`src/rtl/sti_cmd_feeder.sv`:
```
`timescale 1ns/1ps
// Command feeder for the STI/DAC serializer: queues parallel commands, presents one word per serial burst.
// Latency: load is high in the cycle after the edge that follows a push into an empty FIFO while idle.
// Backpressure: cmd_ready low when the FIFO is full, after the last command is accepted, or once in DONE.
module sti_cmd_feeder #(
    parameter int FIFO_DEPTH = 4,
    parameter int TIMEOUT    = 63,
    parameter int GAP_CYCLES = 1
) (
    input  logic        clk,
    input  logic        reset,
    input  logic        cmd_valid,
    output logic        cmd_ready,
    input  logic [15:0] cmd_data,
    input  logic [1:0]  cmd_length,
    input  logic        cmd_fill,
    input  logic        cmd_msb,
    input  logic        cmd_low,
    input  logic        cmd_last,
    input  logic        so_valid,
    output logic        load,
    output logic [15:0] pi_data,
    output logic [1:0]  pi_length,
    output logic        pi_fill,
    output logic        pi_msb,
    output logic        pi_low,
    output logic        pi_end,
    output logic        busy,
    output logic        len_err,
    output logic        timeout_err
);
    localparam int              AW        = $clog2(FIFO_DEPTH);
    localparam logic [AW:0]     DEPTH_L   = (AW + 1)'(FIFO_DEPTH);
    localparam logic [7:0]      TIMEOUT_L = 8'(TIMEOUT);
    localparam logic [3:0]      GAP_LAST  = 4'(GAP_CYCLES - 1);

    typedef struct packed {
        logic [15:0] data;
        logic [1:0]  length;
        logic        fill;
        logic        msb;
        logic        low;
        logic        last;
    } cmd_ent_t;

    typedef enum logic [2:0] {
        S_IDLE,
        S_LOAD,
        S_WAIT_SV,
        S_SHIFT,
        S_GAP,
        S_DONE
    } state_t;

    state_t        r_state;
    state_t        w_state_nxt;

    cmd_ent_t      r_mem [FIFO_DEPTH];
    logic [AW-1:0] r_wr_ptr;
    logic [AW-1:0] r_rd_ptr;
    logic [AW:0]   r_count;
    logic          r_last_acc;
    logic          w_full;
    logic          w_empty;
    logic          w_push;
    logic          w_pop;
    cmd_ent_t      w_in;
    cmd_ent_t      w_head;

    logic [15:0]   r_pi_data;
    logic [1:0]    r_pi_length;
    logic          r_pi_fill;
    logic          r_pi_msb;
    logic          r_pi_low;
    logic          r_pi_end;
    logic          r_len_err;
    logic          r_timeout_err;
    logic [7:0]    r_wait_cnt;
    logic [7:0]    w_wait_nxt;
    logic [5:0]    r_bit_cnt;
    logic [5:0]    w_exp_bits;
    logic [3:0]    r_gap_cnt;

    assign w_in       = '{data: cmd_data, length: cmd_length, fill: cmd_fill,
                          msb: cmd_msb, low: cmd_low, last: cmd_last};
    assign w_head     = r_mem[r_rd_ptr];
    assign w_full     = (r_count == DEPTH_L);
    assign w_empty    = (r_count == '0);
    // Held low while reset is asserted so every output reads 0 during reset.
    assign cmd_ready  = !w_full && !r_last_acc && (r_state != S_DONE) && !reset;
    assign w_push     = cmd_valid && cmd_ready;
    assign w_wait_nxt = r_wait_cnt + 8'd1;
    // Expected burst length 8*(length+1): 8, 16, 24 or 32 bits.
    assign w_exp_bits = {({1'b0, r_pi_length} + 3'd1), 3'b000};

    assign busy        = (r_state != S_IDLE) && (r_state != S_DONE);
    assign pi_data     = r_pi_data;
    assign pi_length   = r_pi_length;
    assign pi_fill     = r_pi_fill;
    assign pi_msb      = r_pi_msb;
    assign pi_low      = r_pi_low;
    assign pi_end      = r_pi_end;
    assign len_err     = r_len_err;
    assign timeout_err = r_timeout_err;

    // FIFO storage; contents need no reset because the pointers define what is valid.
    always_ff @(posedge clk) begin
        if (w_push) begin
            r_mem[r_wr_ptr] <= w_in;
        end
    end

    // FIFO pointers, occupancy and the end-of-stream acceptance flag.
    always_ff @(posedge clk or posedge reset) begin
        if (reset) begin
            r_wr_ptr   <= '0;
            r_rd_ptr   <= '0;
            r_count    <= '0;
            r_last_acc <= 1'b0;
        end else begin
            if (w_push) begin
                r_wr_ptr <= r_wr_ptr + 1'b1;
                if (cmd_last) begin
                    r_last_acc <= 1'b1;
                end
            end
            if (w_pop) begin
                r_rd_ptr <= r_rd_ptr + 1'b1;
            end
            case ({w_push, w_pop})
                2'b10:   r_count <= r_count + 1'b1;
                2'b01:   r_count <= r_count - 1'b1;
                default: r_count <= r_count;
            endcase
        end
    end

    // State register.
    always_ff @(posedge clk or posedge reset) begin
        if (reset) begin
            r_state <= S_IDLE;
        end else begin
            r_state <= w_state_nxt;
        end
    end

    // Next-state decode, FIFO pop and the load strobe.
    always_comb begin
        w_state_nxt = r_state;
        w_pop       = 1'b0;
        load        = 1'b0;
        case (r_state)
            S_IDLE: begin
                if (!w_empty) begin
                    w_pop       = 1'b1;
                    w_state_nxt = S_LOAD;
                end
            end
            S_LOAD: begin
                load        = 1'b1;
                w_state_nxt = S_WAIT_SV;
            end
            S_WAIT_SV: begin
                if (so_valid) begin
                    w_state_nxt = S_SHIFT;
                end else if (w_wait_nxt == TIMEOUT_L) begin
                    w_state_nxt = S_DONE;
                end
            end
            S_SHIFT: begin
                if (!so_valid) begin
                    if (r_pi_end) begin
                        w_state_nxt = S_DONE;
                    end else if (GAP_CYCLES == 0) begin
                        w_state_nxt = S_IDLE;
                    end else begin
                        w_state_nxt = S_GAP;
                    end
                end
            end
            S_GAP: begin
                if (r_gap_cnt == GAP_LAST) begin
                    w_state_nxt = S_IDLE;
                end
            end
            S_DONE:  w_state_nxt = S_DONE;
            default: w_state_nxt = S_IDLE;
        endcase
    end

    // Held pi_* fields, burst counters and sticky error flags.
    always_ff @(posedge clk or posedge reset) begin
        if (reset) begin
            r_pi_data     <= '0;
            r_pi_length   <= '0;
            r_pi_fill     <= 1'b0;
            r_pi_msb      <= 1'b0;
            r_pi_low      <= 1'b0;
            r_pi_end      <= 1'b0;
            r_len_err     <= 1'b0;
            r_timeout_err <= 1'b0;
            r_wait_cnt    <= '0;
            r_bit_cnt     <= '0;
            r_gap_cnt     <= '0;
        end else begin
            case (r_state)
                S_IDLE: begin
                    if (w_pop) begin
                        r_pi_data   <= w_head.data;
                        r_pi_length <= w_head.length;
                        r_pi_fill   <= w_head.fill;
                        r_pi_msb    <= w_head.msb;
                        r_pi_low    <= w_head.low;
                        r_pi_end    <= w_head.last;
                    end
                end
                S_LOAD: begin
                    r_wait_cnt <= '0;
                end
                S_WAIT_SV: begin
                    r_wait_cnt <= w_wait_nxt;
                    if (so_valid) begin
                        r_bit_cnt <= 6'd1;
                    end else if (w_wait_nxt == TIMEOUT_L) begin
                        r_timeout_err <= 1'b1;
                    end
                end
                S_SHIFT: begin
                    if (so_valid) begin
                        if (r_bit_cnt != 6'h3F) begin
                            r_bit_cnt <= r_bit_cnt + 6'd1;
                        end
                    end else begin
                        if (r_bit_cnt != w_exp_bits) begin
                            r_len_err <= 1'b1;
                        end
                        r_gap_cnt <= '0;
                    end
                end
                S_GAP: begin
                    r_gap_cnt <= r_gap_cnt + 4'd1;
                end
                default: begin
                end
            endcase
        end
    end

endmodule

```
`config.mk`:
```
export PLATFORM = sky130hd
export DESIGN_NAME = sti_cmd_feeder
export DESIGN_NICKNAME = d
export VERILOG_FILES = /design/src/rtl/sti_cmd_feeder.sv
export SDC_FILE = /design/constraint.sdc
export NUM_CORES = 1
export LEC_CHECK = 0
export BUFFER_PORTS_ARGS = -buffer_cell sky130_fd_sc_hd__buf_4
export CAP_MARGIN = 20
export CELL_PAD_IN_SITES_DETAIL_PLACEMENT = 1
export CELL_PAD_IN_SITES_GLOBAL_PLACEMENT = 2
export CORE_ASPECT_RATIO = 1.1
export CORE_MARGIN = 2
export CORE_UTILIZATION = 44
export CTS_CLUSTER_DIAMETER = 120
export CTS_CLUSTER_SIZE = 28
export DETAILED_ROUTE_END_ITERATION = 7
export PLACE_DENSITY_LB_ADDON = 0.08
export SLEW_MARGIN = 20
export SYNTH_ARGS = -nofsm -noshare
export SYNTH_HDL_FRONTEND = slang
export SYNTH_SLANG_ARGS = --single-unit
```
`constraint.sdc`:
```
create_clock -name clk -period 3.05 [get_ports clk]
set_input_delay 0.61 -clock clk [delete_from_list [all_inputs] [get_ports clk]]
set_output_delay 0.61 -clock clk [all_outputs]
set_load 0.02 [all_outputs]
```
# [Yosys cells after proc, flatten, opt, wreduce, memory -nomap -nowiden]
# Memory sizes are Yosys's and may differ from the RTL's. A register that Yosys moved wholly into a read port is not among the register bits.
# Cells that the tools add are included.
[word_totals] regBits=31 ramBits=88 inputBits=26 output_inout_bits=27 wordCells=82 memories=1
[classes] add_sub_neg=8 n_eq_ne=19 muxes=20 n_bitwise=1 reduce_logical=23
[mem_list] memory="r_mem" depth=4 width=22 read_ports=1 rd_ports_with_merged_regs=1 wr=1 line="58" rtl="cmd_ent_t r_mem [FIFO_DEPTH];"
[ops] op="6-bit 2-to-1 mux" count=3
[ops] op="3-bit one-hot mux with 6 select lines" count=1
[ops] op="8-bit one-hot mux with 2 select lines" count=1
[ops] op="3-bit 2-to-1 mux" count=5
[ops] op="2-bit inequality test (second input constant)" count=6
[ops] op="6-bit one-hot mux with 2 select lines" count=1
[ops] op="3-bit equality test (second input constant)" count=3
[ops] op="8-bit by 1-bit adder with 8-bit output (second input constant)" count=1
[ops] op="8-bit by 6-bit equality test with 1-bit output (second input constant)" count=1
[ops] op="4-bit one-hot mux with 2 select lines" count=1
[ops] op="4-bit AND reduction" count=2
[ops] op="2-bit nonzero test" count=4
[ops] op="6-bit by 1-bit adder with 6-bit output (second input constant)" count=1
[ops] op="3-bit by 2-bit equality test with 1-bit output (second input constant)" count=2
[ops] op="3-bit logical NOT" count=2
[ops] op="1-bit 2-to-1 mux" count=6
[ops] op="3-bit inequality test (second input constant)" count=2
[ops] op="6-bit inequality test" count=1
[ops] op="6-bit inequality test (second input constant)" count=1
[ops] op="3-bit one-hot mux with 2 select lines" count=1
[ops] op="2-bit AND reduction" count=3
[ops] op="3-bit AND reduction" count=2
[ops] op="1-bit logical AND" count=5
[ops] op="2-bit by 1-bit adder with 2-bit output (second input constant)" count=2
[ops] op="other kinds (12)" count=14

# [Logic depth before layout (Yosys ltp)]
[depth] ltp_word=8 ltp_mapped=11 mapped_depth_nobuf=10

# [Least setup slack after synthesis]
# OpenSTA, ideal clock, no wires.
[synth_path] path_kind="register -> register" startpoint="register r_state[2]" endpoint="register r_count[2]" arrival_ps=2264 required_time_ps=2925 path_slack_ps=661 path_stages_with_launch=12 path_cell_list="dfrtp_1 -> buf_2 -> nor2b_4 -> a2111oi_4 -> and2_4 -> inv_1 -> ha_1 -> inv_1 -> fa_1 -> xor2_1 -> nor2_1 -> xor2_1"
[synth_between] elab_chain_len=6 elab_cells_between_ends=10 cone_classes="eq/ne (3); mux (2); reduce/logical (5)"
[synth_lines] item="start, declared" line="55" rtl="state_t r_state;"
[synth_lines] item="start signal, assigned" line="143" rtl="r_state <= w_state_nxt;"
[synth_lines] item="3-bit inequality test (*)" line="90" rtl="assign cmd_ready = !w_full && !r_last_acc && (r_state != S_DONE) && !reset;"
[synth_lines] item="1-bit logical AND (*) (2 in a row)" line="90"
[synth_lines] item="named net cmd_ready" line="13" rtl="output logic cmd_ready,"
[synth_lines] item="1-bit logical AND (*)" line="91" rtl="assign w_push = cmd_valid && cmd_ready;"
[synth_lines] item="2-bit by 1-bit equality test with 1-bit output / 2-bit equality test (equally long branches)" line="130" rtl="case ({w_push, w_pop})"
[synth_lines] item="3-bit one-hot mux with 2 select lines / 2-bit nonzero test (equally long branches)"
[synth_lines] item="end signal, assigned" line="131" rtl="2'b10: r_count <= r_count + 1'b1;"
[synth_lines] item="end signal, assigned" line="132" rtl="2'b01: r_count <= r_count - 1'b1;"
[synth_lines] item="end signal, assigned" line="133" rtl="default: r_count <= r_count;"
[synth_lines] item="end, declared" line="61" rtl="logic [AW:0] r_count;"
# Mark *: on every way through the listed nets, which the timed path passes. The rest lies on a longest branch.
# A chain may end at the register's enable or synchronous reset.

# [Worst setup path in the final report]
[layout_path] startpoint="register r_state[0]" endpoint="output port load"
[layout_between] elab_chain_len=2
[layout_lines] item="3-bit by 1-bit equality test with 1-bit output" line="152" rtl="case (r_state)"
[layout_lines] item="1-bit 2-to-1 mux" line="152"
[layout_lines] item="end, declared" line="21" rtl="output logic load,"
# No other way between the ends.

==> reports/summary.txt <==
Fin. Hold Viols: 0
Async SR Flop Fraction: 0.376
Worst Setup End Kind: output pin
via count: 3,210
period utilization: 0.910
Routed WL: 11,400 um
largest net degree at the start of global routing: 28
fin. max-slew vios: 0
port bufs: 52
Warnings, synthesis: 0
final net count: 457
Starting Density: 0.449
R2R setup slack: 0.63 ns
Pwr Density: 588 nW/um2
ranking of synthesized cells by area: edfxtp_1, dfrtp_1, mux4_2, mux2_2, ha_1
core box area: 13,100 um2
Req. time, crit path: 2.44 ns
mux cell area share after synthesis: 0.128
dpl ws: 0.650 ns
die area: 14,300 um2
first-pass GRT wire length: 18,700 um
Root Driver: clkbuf_16
DR pass1 iterations: 4
routability cong.: 0.713
WP data arrival: 2.17 ns
n_diodes: 0
library cells used by synthesis: 50
CTS tree: done
share of cells above drive strength 1: 0.343
compound-cell area share of the yosys netlist: 0.0517
Pint: 0.00328 W
worst setup margin: 0.274 ns
largest family of logic cells by synthesized area: multiplexers
mapped cell area: 5880 um2
clock skew: 0.0101 ns
mean post-synth cell area: 16.7 um2
outcome: complete, no violations
Placed Cells: 560
clk slew on worst S/H paths: 0.06 ns
total grt overflow: 0
EDFF count, synth: 88
crit path max fanout: 12
XOR/XNOR Fraction of Synth Area: 0.0268
reg2reg end: r_count[2]$_DFFE_PP0P_
Fillers: 1,258
Final Critical Period: 2.78 ns
Post-Syn Nets: 391
Final Setup Violations: 0
initial antenna violation count: 0
Adder-Cell Fraction of Synth Area: 0.0289
P&R area growth vs syn: 19.5%
Seq/Total Area, Yosys: 0.675
DRC: 0
VDD IR max: 0.417 mV
cts bufs inserted: 17
GRT Overall Usage: 0.176
clock share of power: 0.489
clock latency on the worst-skew pair: 0.42 ns
WL per Instance: 19.3 um
Worst Hold Class: in -> async
Post-CTS Repair Setup Buffers: 0
Die Ht: 125 um
CP Class: reg -> out
Yosys top cell by area: edfxtp_1
Max Freq: 360 MHz
part of the power in combinational logic: 0.017
unrepaired setup endpoints after global routing: no
total I/O pin count: 53
max-cap violation count: 0
H-tree lvl count: 4
post-DP HPWL: 7230 um
Lkg Pwr: 2.79 nW
top cell type's share of synthesized area: 0.450
Post-Synth Simple-Gate Area: 0.0617
cts hold-fix bufs: 0
Slew @ Worst Pin: 0.830 ns
vias per cell: 5.42
Slew headroom: 0.447
clk sinks: 141
power share of the sequential group: 0.494
reg2reg start: r_state[1]$_DFFE_PP0P_
Synth Instances: 352
Die Width: 114 um
reg2reg path depth: 10
TNS Setup: 0 ns
Main synth FF type: edfxtp_1
Critical Path Start Type: register
switching share of total power: 0.206
Bufs on Longest Clock Path: 2
via count of the first global-routing pass: 3,372
Final ANT Viol Nets: 0
Core Rows: 44
post-cts resize count: 0
synthesis-stage register bit count: 141
Iter 0 DRT Violations: 198
Final Non-Filler Cells: 592
Switch Pwr: 0.000851 W
area by class of cell:
cell class / instances / area [um2] / share of cell area
sequential: 141 / 3970 / 0.565
multi-input combinational: 181 / 1750 / 0.249
timing repair buffer: 61 / 458 / 0.0652
clock buffer: 17 / 425 / 0.0606
tap: 161 / 201 / 0.0287
clock inverter: 15 / 161 / 0.0230
inverter: 16 / 60.1 / 0.00855
cell usage after synthesis (4+ instances only):
library cell  number
a21oi_1           13
and3_1             7
buf_4              4
buf_6              4
dfrtp_1           53
edfxtp_1          88
ha_1              12
inv_1             15
mux2_2            21
mux4_2            22
nand2_1           19
nand3_1            5
nor2_1            10
o21ai_0           12
xnor2_1            9
xor2_1             9
worst max path at each step:
stage,startpoint,endpoint,slack (ns),cells after the start
finish,r_state[0]$_DFFE_PP0P_,load,0.27,3
global route,r_state[0]$_DFFE_PP0P_,load,0.12,3
CTS,r_state[0]$_DFFE_PP0P_,load,0.24,3
detailed placement,r_state[1]$_DFFE_PP0P_,r_count[2]$_DFFE_PP0P_,0.65,10
global placement,r_state[0]$_DFFE_PP0P_,load,0.72,3
floorplan,r_state[2]$_DFFE_PP0P_,r_count[2]$_DFFE_PP0P_,0.66,11
cells by family (layout without fill, tap and decap cells):
kind of cell             after synthesis  in the layout
XOR/XNOR                              18             18
AO/OA/AOI/OAI                         43             43
AND/OR/NAND/NOR                       62             62
multiplexers                          45             45
buffers and inverters                 30            109
flip-flops                           141            141
adder cells (fa/ha/maj)               13             13
cells in the final DEF (no fill, tap or decap), types with 10 or more instances in the layout:
| cell | netlist | final |
|---|---|---|
| ha_1 | 12 | 12 |
| mux2_2 | 21 | 21 |
| clkbuf_16 | 0 | 17 |
| o21ai_0 | 12 | 12 |
| inv_1 | 15 | 14 |
| dfrtp_1 | 53 | 52 |
| nand2_1 | 19 | 19 |
| nor2_1 | 10 | 10 |
| mux4_2 | 22 | 22 |
| a21oi_1 | 13 | 13 |
| buf_4 | 4 | 61 |
| edfxtp_1 | 88 | 88 |
per-stage QoR:
step	hold slack (ns)	utilization	cell area (um2)	total power (W)
final	0.298	0.536	7020	0.00413
after global routing	0.337	0.536	7020	0.00427
after CTS	0.306	0.536	7020	0.00419
after detailed placement	0.459	0.491	6440	0.00215
after global placement	0.449	0.491	6440	0.00215
after floorplan	0.471	-	5880	0.00210
routing by layer:
metal | global-route usage | routed length, um
met4 | 0.0552 | 133
met1 | 0.224 | 5060
met3 | 0.0562 | 387
met5 | 0 | 0
met2 | 0.288 | 5820
flip-flops by register name (all words and copies together), names as in the netlist:
register     cells
pi_msb           1
r_mem           88
pi_low           1
pi_length        2
r_last_acc       1
r_wr_ptr         2
r_bit_cnt        6
pi_fill          1
pi_end           1
len_err          1
r_state          3
r_wait_cnt       8
pi_data         16
timeout_err      1
r_count          3
r_gap_cnt        4
r_rd_ptr         2
power groups by stage:
stage	Sequential (W)	Combinational [W]	Clock, W
3_3_place_gp	0.00208	0.0000683	0
3_5_place_dp	0.00208	0.0000719	0
4_1_cts	0.00204	0.0000722	0.00208
6_report	0.00204	0.0000695	0.00202
2_1_floorplan	0.00208	0.0000213	0
5_1_grt	0.00204	0.0000797	0.00215
critical path: stages, from the launching register on:
cell and delay (ns):
dfrtp_1 0.69, clkinv_1 0.40, nor3_2 0.45, buf_4 0.22
Power figures use the tool's default switching activity.
